File: config.mk
export PLATFORM = sky130hd
export DESIGN_NAME = ir_nec_transmit
export DESIGN_NICKNAME = d
export VERILOG_FILES = /design/src/rtl/ir_nec_transmit.sv
export SDC_FILE = /design/constraint.sdc
export NUM_CORES = 1
export LEC_CHECK = 0
export CAP_MARGIN = 5
export CORE_UTILIZATION = 45
export CTS_CLUSTER_SIZE = 14
export DETAILED_ROUTE_END_ITERATION = 12
export PLACE_DENSITY = 0.66
export SYNTH_ARGS = -nofsm -noshare
export SYNTH_HDL_FRONTEND = slang
export SYNTH_SLANG_ARGS = --single-unit
File: constraint.sdc
create_clock -name master_clk -period 3.15 [get_ports master_clk]
set_input_delay 0.4725 -clock master_clk [delete_from_list [all_inputs] [get_ports master_clk]]
set_output_delay 0.4725 -clock master_clk [all_outputs]
set_load 0.05 [all_outputs]
File: src/rtl/ir_nec_transmit.sv
// NEC infrared transmitter: serialises a 32-bit word LSB first into the NEC
// mark/space train and gates the mark envelope with a 38 kHz carrier.
module ir_nec_transmit #(
  parameter int UNIT_CYCLES  = 28125,
  parameter int CARRIER_HALF = 658,
  parameter int GAP_UNITS    = 64
) (
  input  logic        master_clk,
  input  logic        resetn,
  input  logic        send,
  input  logic [31:0] data,
  output logic        busy,
  output logic        done,
  output logic        ir_envelope,
  output logic        ir_tx
);

  // state      | meaning
  // IDLE       | waiting for an accepted send
  // LEAD_MARK  | 16-unit leader mark
  // LEAD_SPACE | 8-unit leader space
  // BIT_MARK   | 1-unit mark opening each data bit
  // BIT_SPACE  | 1 unit for a 0, 3 units for a 1
  // STOP_MARK  | 1-unit trailing mark
  // GAP        | GAP_UNITS idle units before the next frame
  typedef enum logic [2:0] {
    IDLE, LEAD_MARK, LEAD_SPACE, BIT_MARK, BIT_SPACE, STOP_MARK, GAP
  } state_t;

  localparam int UMAX = (GAP_UNITS > 16) ? GAP_UNITS : 16;
  localparam int CW   = (UNIT_CYCLES > 1) ? $clog2(UNIT_CYCLES) : 1;
  localparam int UNW  = (UMAX > 1) ? $clog2(UMAX) : 1;
  localparam int CAW  = (CARRIER_HALF > 1) ? $clog2(CARRIER_HALF) : 1;

  state_t           state_q, state_d;
  logic [31:0]      shift_q, shift_d;
  logic [5:0]       bit_q, bit_d;
  logic [CW-1:0]    cyc_q, cyc_d;
  logic [UNW-1:0]   unit_q, unit_d;
  logic [CAW-1:0]   car_q, car_d;
  logic             lvl_q, lvl_d;
  logic             busy_q, busy_d;
  logic             done_q, done_d;
  logic             env_q, env_d;
  logic             tx_q, tx_d;
  logic             seg_end;
  logic             mark_d;

  function automatic logic is_mark(input state_t s);
    return (s == LEAD_MARK) || (s == BIT_MARK) || (s == STOP_MARK);
  endfunction

  always_ff @(posedge master_clk) begin
    if (!resetn) begin
      state_q <= IDLE;
      shift_q <= '0;
      bit_q   <= '0;
      cyc_q   <= '0;
      unit_q  <= '0;
      car_q   <= '0;
      lvl_q   <= 1'b0;
      busy_q  <= 1'b0;
      done_q  <= 1'b0;
      env_q   <= 1'b0;
      tx_q    <= 1'b0;
    end else begin
      state_q <= state_d;
      shift_q <= shift_d;
      bit_q   <= bit_d;
      cyc_q   <= cyc_d;
      unit_q  <= unit_d;
      car_q   <= car_d;
      lvl_q   <= lvl_d;
      busy_q  <= busy_d;
      done_q  <= done_d;
      env_q   <= env_d;
      tx_q    <= tx_d;
    end
  end

  always_comb begin
    state_d = state_q;
    shift_d = shift_q;
    bit_d   = bit_q;
    cyc_d   = cyc_q;
    unit_d  = unit_q;
    done_d  = 1'b0;
    seg_end = (cyc_q == '0) && (unit_q == '0);

    // Two-level down-counter: cycles within a unit, then units within a segment.
    if (cyc_q != '0) begin
      cyc_d = cyc_q - 1'b1;
    end else begin
      cyc_d = CW'(UNIT_CYCLES - 1);
      if (unit_q != '0) unit_d = unit_q - 1'b1;
    end

    case (state_q)
      IDLE: begin
        cyc_d  = '0;
        unit_d = '0;
        if (send) begin
          state_d = LEAD_MARK;
          shift_d = data;
          bit_d   = '0;
          cyc_d   = CW'(UNIT_CYCLES - 1);
          unit_d  = UNW'(15);
        end
      end
      LEAD_MARK: if (seg_end) begin
        state_d = LEAD_SPACE;
        unit_d  = UNW'(7);
      end
      LEAD_SPACE: if (seg_end) begin
        state_d = BIT_MARK;
        unit_d  = '0;
      end
      BIT_MARK: if (seg_end) begin
        state_d = BIT_SPACE;
        unit_d  = shift_q[0] ? UNW'(2) : '0;
      end
      BIT_SPACE: if (seg_end) begin
        shift_d = shift_q >> 1;
        bit_d   = bit_q + 6'd1;
        unit_d  = '0;
        state_d = (bit_q == 6'd31) ? STOP_MARK : BIT_MARK;
      end
      STOP_MARK: if (seg_end) begin
        state_d = GAP;
        unit_d  = UNW'(GAP_UNITS - 1);
      end
      GAP: if (seg_end) begin
        state_d = IDLE;
        done_d  = 1'b1;
      end
      default: state_d = IDLE;
    endcase
  end

  // Carrier phase restarts high on the first cycle of every mark.
  always_comb begin
    mark_d = is_mark(state_d);
    car_d  = '0;
    lvl_d  = 1'b0;
    if (mark_d && !is_mark(state_q)) begin
      car_d = CAW'(CARRIER_HALF - 1);
      lvl_d = 1'b1;
    end else if (mark_d) begin
      if (car_q == '0) begin
        car_d = CAW'(CARRIER_HALF - 1);
        lvl_d = ~lvl_q;
      end else begin
        car_d = car_q - 1'b1;
        lvl_d = lvl_q;
      end
    end
    busy_d = (state_d != IDLE);
    env_d  = mark_d;
    tx_d   = mark_d & lvl_d;
  end

  assign busy        = busy_q;
  assign done        = done_q;
  assign ir_envelope = env_q;
  assign ir_tx       = tx_q;

endmodule

==> flow_summary.ini, run 1 <==
[timing]
finalHoldViolations = 0
slew_headroom_pct = 65.3
min_period_over_period_pct = 75.1
setup_viol = 0
drv_slew = 0
fin_setup_tns_ps = 0
holdWs_ps = 472
fmax_mhz = 423
timing.final.crit_period_ps = 2360
finClkSkew_ps = 12.7
tightest_slew_ps = 516
grt_setup_unrepaired = no

[finish]
fillers = 770
final_cell_area_um2 = 4420
final_util_pct = 54.1
syn_to_final_growth_pct = 17.2
nets = 528
mostFrequentLayoutCells = nand2_1 (87), dfxtp_1 (77), nor2_1 (62)
drive_above_1_share_pct = 9.15
antenna_cells = 0
final_common_cell = nand2_1

[run_status]
status = finished, final reports clean

[cts]
hold_buffers = 0
ctsResizeCount = 0
clockRootBuffer = clkbuf_8
cts_setup_buffers = 0
cts_tree = yes
cts_htree_levels = 3
cts-buffers-inserted = 9
clk_path_buf_depth = 2
clock_latency_ps = 340
cts_sinks = 77
path_clk_slew_ps = 80

[grt]
antenna_found_initial = 0
track_usage_pct = 20.7
overflow = 0
grt_pass1_vias = 3225
grt_pass1_wl_um = 14500
grt_max_degree = 67

[yosys]
ys_types = 54
synth_area_um2 = 3770
ys.flop_type = dfxtp_1
ys_warn_count = 0
synth_edf_count = 0
ys_seq_area_share_pct = 40.8
synth_seq_cells = 77
async_flop_share_pct = 0
syn_avg_cell_area_um2 = 8.17
syn_inst = 462
syn-num-nets = 502

[power]
powerDensity_nw_per_um2 = 562
peakVddDrop_uv = 236
power_mw = 2.49
p_leak_nw = 1.60

[placed_design]
dp_hpwl_um = 5460
port_buffers = 38
postPlaceCellArea_um2 = 4220
gp_congestion = 0.811

[floorplan]
die_h_um = 93.6
std_cell_rows = 33
initial_utilization_pct = 46.2
dieArea_um2 = 8760
die_width_um = 93.6
ioPinCount = 39
core_area_um2 = 8180

[critical_path]
critPathArrivalTime_ps = 2630
critPathMaxFanout = 9
worstSetupPathType = reg -> reg
slowest_stage = o311ai_0
cp-start-kind = register
crit_chain = inv_1 -> ha_1 -> nor4b_2 -> nand2_1 -> o311ai_0 -> nand3_1 -> a31oi_1
worstPathRequired_ps = 3410
end_kind = register
slowest_delay_ps = 470

[drt]
vias = 3337
drc = 0
first_iter_violations = 247
via_per_inst = 5.59
dr.pass1.iters = 5
finalWirelength_um = 8100
routedWlPerCell_um = 13.6
ant_nets = 0

[job]
maxCapViolCount = 0

[min_path]
hp-class = reg -> reg
area by class of cell:
type                            instances  area [µm²]  area share (%)
Inverter                               15        56.3            1.27
Clock inverter                          4        47.5            1.07
Multi-Input combinational cell        340        2050            46.3
Timing Repair Buffer                   45         445            10.1
Tap cell                              105         131            2.97
Clock buffer                           11         151            3.42
Sequential cell                        77        1540            34.9
synth_stat cells, types with 7 or more instances:
library cell   n  share of area, %
nand2_1       87               8.7
dfxtp_1       77                41
nor2_1        62               6.2
a21oi_1       24               3.2
a311oi_1      21               4.9
clkbuf_1      21               2.1
inv_1         15               1.5
o21ai_0       15               2.0
nand3_1       12               1.6
nor3_1        11               1.5
a311oi_2      10               4.0
a31oi_1       10               1.7
xnor2_1       10               2.3
buf_2          7              0.93
per-stage QoR:
stage / std cells / worst slack [ps]
after detailed placement: 582 / 834
final: 597 / 785
after floorplan: 462 / 1190
after CTS: 597 / 776
after global placement: 582 / 914
after global routing: 597 / 566
layer usage:
| layer | wire length (µm) | track usage (%) |
|---|---|---|
| met5 | 0 | 0 |
| met4 | 85 | 6.15 |
| met3 | 432 | 5.37 |
| met2 | 3740 | 33.4 |
| met1 | 3850 | 27.0 |
where the power goes:
group / internal, mW / switching [mW]
combinational: 0.260 / 0.330
sequential: 1.06 / 0.0804
clock: 0.403 / 0.351
total: 1.73 / 0.761
sequential cells by signal, indices dropped and copies added, names as in the netlist:
signal,count
bit_q,6
car_q,10
busy,1
lvl_q,1
ir_envelope,1
state_q,3
done,1
shift_q,32
unit_q,6
cyc_q,15
ir_tx,1
kinds of logic after synthesis:
group	after synthesis	share of synthesized area [%]
DFF	77	40.8
xor gates and xnor gates	13	3.02
adders and majority gates	5	1.66
and+or+nand+nor	211	26.4
muxes	3	0.862
AOI/OAI and AO/OA	108	22.2
buffers and inverters	45	5.00
path summary, 6_finish.rpt:
check | end | from | slack (ps) | cells past startpoint
setup reg to reg | ir_tx$_SDFF_PN0_ | cyc_q[0]$_SDFF_PP0_ | 790 | 7
setup / recovery | ir_tx$_SDFF_PN0_ | cyc_q[0]$_SDFF_PP0_ | 790 | 7
hold reg to reg | cyc_q[0]$_SDFF_PP0_ | cyc_q[0]$_SDFF_PP0_ | 470 | 1
hold / removal | cyc_q[0]$_SDFF_PP0_ | cyc_q[0]$_SDFF_PP0_ | 470 | 1
worst max-delay path: cells and delay by family (launching register included):
kind                       cells  cell delay (ps)
AOI/OAI and AO/OA              2              700
adders and majority gates      1              130
and+or+nand+nor                3             1050
DFF                            1              330
buffers and inverters          1               80
Note: power is estimated with default switching activity, not from simulation.
==> inputs of run 2 (changes only) <==
PLACE_DENSITY = 0.68   (was 0.66)
clock period = 2.1 ns   (was 3.15 ns; I/O delays follow)
==> flow_summary.ini, run 2 (synthesized netlist as in run 1, its figures left out) <==
[finish]
multi_input_area_um2 = 2090
final_common_cell = nand2_1
largest_reg_flops = 32
final_cell_area_um2 = 4760
nets = 560
antenna_cells = 0
drive_above_1_share_pct = 16.0
regMostFlops = shift_q
top_regs = shift_q (32), cyc_q (15), car_q (10)
syn_to_final_growth_pct = 26.1
mostFrequentLayoutCells = nand2_1 (86), dfxtp_1 (77), nor2_1 (62)
fillers = 723
regArea_um2 = 1540

[timing]
fmax_mhz = 510
timing.final.crit_period_ps = 1960
finClkSkew_ps = 15.3
drv_slew = 0
slew_headroom_pct = 67.3
holdWs_ps = 461
setup_viol = 0
min_period_over_period_pct = 93.5
fin_setup_tns_ps = 0
finalHoldViolations = 0
tightest_slew_ps = 488
fin_ws_ps = 137

[drt]
vias = 3617
via_per_inst = 5.74
dr_wl_met3_um = 438
first_iter_violations = 182
finalWirelength_um = 9020
highest_layer = met4
drc = 0
routedWlPerCell_um = 14.3
ant_nets = 0
dr.pass1.iters = 4
wl_met2_um = 4190
wl_met1_um = 4240

[floorplan]
ioPinCount = 39
core_area_um2 = 8180
initial_utilization_pct = 46.2
die_h_um = 93.6
die_width_um = 93.6
std_cell_rows = 33
dieArea_um2 = 8760

[critical_path]
worstPathRequired_ps = 2350
cp-start-kind = register
worstSetupPathType = reg -> reg
slowest_stage = nor4_4
cp-startpoint = cyc_q[6]$_SDFF_PN0_
critPathArrivalTime_ps = 2210
critPathMaxFanout = 16
r2r_cells = 7
critPathCapture = bit_q[2]$_SDFFE_PN0P_
r2r_end = bit_q[2]$_SDFFE_PN0P_
rrSetupSlack_ps = 140
crit_chain = nor4_4 -> nand4_4 -> o31ai_4 -> buf_12 -> buf_12 -> a21oi_1 -> a31o_2
worst-path-stages = 7
worstPathBufferInverterCount = 2
cpLargestDelayFamily = simple AND/OR/NAND/NOR gates
cpMostUsedCell = buf_12
slowest_delay_ps = 440
r2r-start = cyc_q[6]$_SDFF_PN0_
end_kind = register

[power]
switching_share_pct = 33.3
switchingPower_mw = 1.29
p_int_mw = 2.58
p_clk_share_pct = 27.2
peakVddDrop_uv = 359
power_frac_comb_pct = 28.6
p_leak_nw = 1.79
p_seq_share_pct = 44.2
power_mw = 3.86
powerDensity_nw_per_um2 = 811

[cts]
clk_path_buf_depth = 2
cts-buffers-inserted = 9
cts_htree_levels = 3
cts_sinks = 77
clock_latency_ps = 360
path_clk_slew_ps = 90
cts_tree = yes
clockRootBuffer = clkbuf_8

[run_status]
status = finished, final reports clean

[grt]
track_usage_pct = 21.0
grt_pass1_vias = 3315
grt_pass1_wl_um = 14800
antenna_found_initial = 0
overflow = 0
grt_max_degree = 65

[job]
maxCapViolCount = 0

[placed_design]
gp_congestion = 0.888
dp_hpwl_um = 5870
place_ws_ps = 7.00
port_buffers = 38
postPlaceCellArea_um2 = 4430

[min_path]
hp-class = reg -> reg
-- run 2: changes by cell type in the layout (fill, tap and decap cells not counted), moves of 2 or more --
cell       before  now
clkbuf_8       11    9
buf_4           6   33
clkbuf_16       0    2
inv_6           0    2
clkinv_4        0    2
-- run 2: through the flow --
step | utilization (%) | std cells
floorplan | - | 462
global placement | 54.1 | 609
detailed placement | 54.1 | 609
CTS | 56.4 | 625
global route | 58.2 | 630
finish | 58.2 | 630
-- run 2: worst min-delay path by stage --
| stage | from | end | slack [ps] | depth (start not counted) |
|---|---|---|---|---|
| 2_1_floorplan | cyc_q[0]$_SDFF_PP0_ | cyc_q[0]$_SDFF_PP0_ | 410 | 1 |
| 3_3_place_gp | cyc_q[0]$_SDFF_PP0_ | cyc_q[0]$_SDFF_PP0_ | 430 | 1 |
| 3_5_place_dp | cyc_q[0]$_SDFF_PP0_ | cyc_q[0]$_SDFF_PP0_ | 440 | 1 |
| 4_1_cts | cyc_q[0]$_SDFF_PP0_ | cyc_q[0]$_SDFF_PP0_ | 450 | 1 |
| 5_1_grt | car_q[5]$_SDFF_PP0_ | car_q[5]$_SDFF_PP0_ | 490 | 2 |
| 6_report | cyc_q[0]$_SDFF_PP0_ | cyc_q[0]$_SDFF_PP0_ | 460 | 1 |
-- run 2: routing by layer --
metal	track usage, %	up-vias
li1	-	1779
met1	27.6	1712
met2	33.6	112
met3	4.07	14
met4	8.59	0
met5	0	-
-- run 2: power by group through the flow --
stage                     clock (mW)  sequential [mW]  combinational [mW]
after CTS                       1.08             1.70                1.01
after detailed placement           0             1.73                1.01
after global routing            1.15             1.72                1.22
after global placement             0             1.73               0.988
final                           1.05             1.71                1.11
after floorplan                    0             1.74               0.672
-- run 2: layout make-up --
class                           count  share of cell area [%]
Clock buffer                        9                    2.60
Tap cell                          105                    2.76
Sequential cell                    77                    32.4
Timing Repair Buffer               77                    15.9
Multi-Input combinational cell    340                    43.9
Clock inverter                      7                    1.24
Inverter                           15                    1.18
-- run 2: repair_timing --
action                                 in CTS  in global routing
resized for setup                           1                 17
setup endpoints to repair                   1                 51
hold buffers                                0                  0
endpoints found under the hold margin       0                  0
gates cloned                                0                  4
pin swaps                                   0                  7
buffers inserted                            0                  1
==> inputs of run 3 (changes only) <==
DONT_BUFFER_PORTS = 1   (was not set)
PLACE_DENSITY = 0.72   (was 0.68)
==> flow_summary.ini, run 3 (synthesized netlist as in run 1, its figures left out) <==
[run_status]
status = finished, final reports clean

[cts]
cts_tree = yes
clockRootBuffer = clkbuf_8
cts-buffers-inserted = 9
hold_buffers = 0
path_clk_slew_ps = 80
clock_latency_ps = 350
cts_sinks = 77
clk_path_buf_depth = 2
cts_htree_levels = 3

[grt]
grt_pass1_vias = 3083
overflow = 0
grt_pass1_wl_um = 14300
grt_max_degree = 35
track_usage_pct = 20.5
antenna_found_initial = 0

[drt]
ant_nets = 0
first_iter_violations = 182
via_per_inst = 5.82
vias = 3441
drc = 0
routedWlPerCell_um = 14.7
finalWirelength_um = 8700
dr.pass1.iters = 5

[finish]
final_util_pct = 54.8
final_cell_area_um2 = 4480
fillers = 723
instances_no_fill = 591
regMostFlops = shift_q
final_common_cell = nand2_1
antenna_cells = 0
nets = 521
drive_above_1_share_pct = 17.7
largest_reg_flops = 32
syn_to_final_growth_pct = 18.7
top_regs = shift_q (32), cyc_q (15), car_q (10)
mostFrequentLayoutCells = nand2_1 (85), dfxtp_1 (76), nor2_1 (62)

[placed_design]
postPlaceCellArea_um2 = 4030
dp_cells = 565
port_buffers = 0
gp_congestion = 0.829
dp_hpwl_um = 5720

[critical_path]
worstSetupPathType = reg -> reg
worstPathRequired_ps = 2380
rrSetupSlack_ps = 100
end_kind = register
crit_chain = inv_2 -> ha_4 -> nor4b_4 -> nand2_2 -> o31ai_4 -> buf_12 -> clkbuf_16 -> nand3_1 -> a21oi_1
worstPathBufferInverterCount = 3
critPathArrivalTime_ps = 2280
critPathMaxFanout = 17
cp-start-kind = register
r2r_cells = 9
r2r_end = bit_q[1]$_SDFFE_PN0P_
cpLargestDelayFamily = simple AND/OR/NAND/NOR gates
slowest_delay_ps = 330
slowest_stage = dfxtp_2
r2r-start = cyc_q[0]$_SDFF_PP0_

[min_path]
min_to = state_q[1]$_SDFF_PN0_
hold_path_depth = 1
hp-class = in -> reg
min-delay-start = resetn

[timing]
finalHoldViolations = 0
drv_slew = 0
setup_viol = 0
slew_headroom_pct = 63.6
tightest_slew_ps = 538
fmax_mhz = 499
timing.final.crit_period_ps = 2000
holdWs_ps = 85.6
min_period_over_period_pct = 95.4
finClkSkew_ps = 10.1

[power]
p_seq_share_pct = 42.0
switching_share_pct = 29.7
peakVddDrop_uv = 479
power_frac_comb_pct = 24.1
powerDensity_nw_per_um2 = 920
p_leak_nw = 1.68
p_int_mw = 2.90
p_clk_share_pct = 33.9
power_mw = 4.12
switchingPower_mw = 1.22

[floorplan]
die_h_um = 93.6
core_area_um2 = 8180
ioPinCount = 39
dieArea_um2 = 8760
die_width_um = 93.6
initial_utilization_pct = 46.2
std_cell_rows = 33

[job]
maxCapViolCount = 0
## run 3: cell types whose count changed in the layout (fill, tap and decap cells not counted), moves of 2 or more
cell and change:
nand2_2 +2, buf_12 +2, buf_4 -4, clkbuf_16 +2, bufinv_16 +3, clkdlybuf4s50_1 -38
## run 3: how the worst max path moves through the flow
stage | startpoint | to | slack, ps | cells past startpoint
after floorplan | cyc_q[0]$_SDFF_PP0_ | shift_q[15]$_SDFFE_PN0P_ | 140 | 8
after global placement | cyc_q[0]$_SDFF_PP0_ | bit_q[2]$_SDFFE_PN0P_ | 10 | 8
after detailed placement | cyc_q[0]$_SDFF_PP0_ | shift_q[21]$_SDFFE_PN0P_ | -130 | 8
after CTS | cyc_q[2]$_SDFF_PN0_ | cyc_q[11]$_SDFF_PN0_ | 1 | 5
after global routing | cyc_q[0]$_SDFF_PP0_ | bit_q[1]$_SDFFE_PN0P_ | -30 | 9
final | cyc_q[0]$_SDFF_PP0_ | bit_q[1]$_SDFFE_PN0P_ | 100 | 9
## run 3: power groups by stage
stage | Sequential [mW] | Combinational [mW] | Clock (mW)
finish | 1.73 | 0.995 | 1.40
global route | 1.75 | 1.10 | 1.50
CTS | 1.73 | 0.893 | 1.43
detailed placement | 1.76 | 0.882 | 0
global placement | 1.75 | 0.861 | 0
floorplan | 1.74 | 0.672 | 0
## run 3: final cells by class
class	count	area (µm²)	area share, %
well taps	105	131	2.93
inverters	15	56.3	1.26
flip-flops and latches	77	1540	34.4
repair buffers	38	409	9.13
clock buffers	10	138	3.07
clock inverters	6	116	2.60
multi-input cells	340	2090	46.6
## run 3: what timing repair did
item,4_1_cts,5_1_grt
cloned,0,5
pin swaps,0,11
resized for setup,3,10
setup endpoints to repair,42,48
buffers inserted,0,5
## run 3: through the flow
stage	setup slack (ps)	setup TNS, ps
after CTS	0.967	0
after global placement	14.4	0
final	96.0	0
after detailed placement	-132	-3120
after floorplan	141	0
after global routing	-26.5	-32.4
## run 3: routing by layer
metal	vias to the layer above	part of all wire (%)	GRT usage, %
met2	107	47	31.9
met1	1621	45	27.0
met4	0	1.1	7.95
met3	9	6.5	5.28
li1	1704	-	-
met5	-	0	0
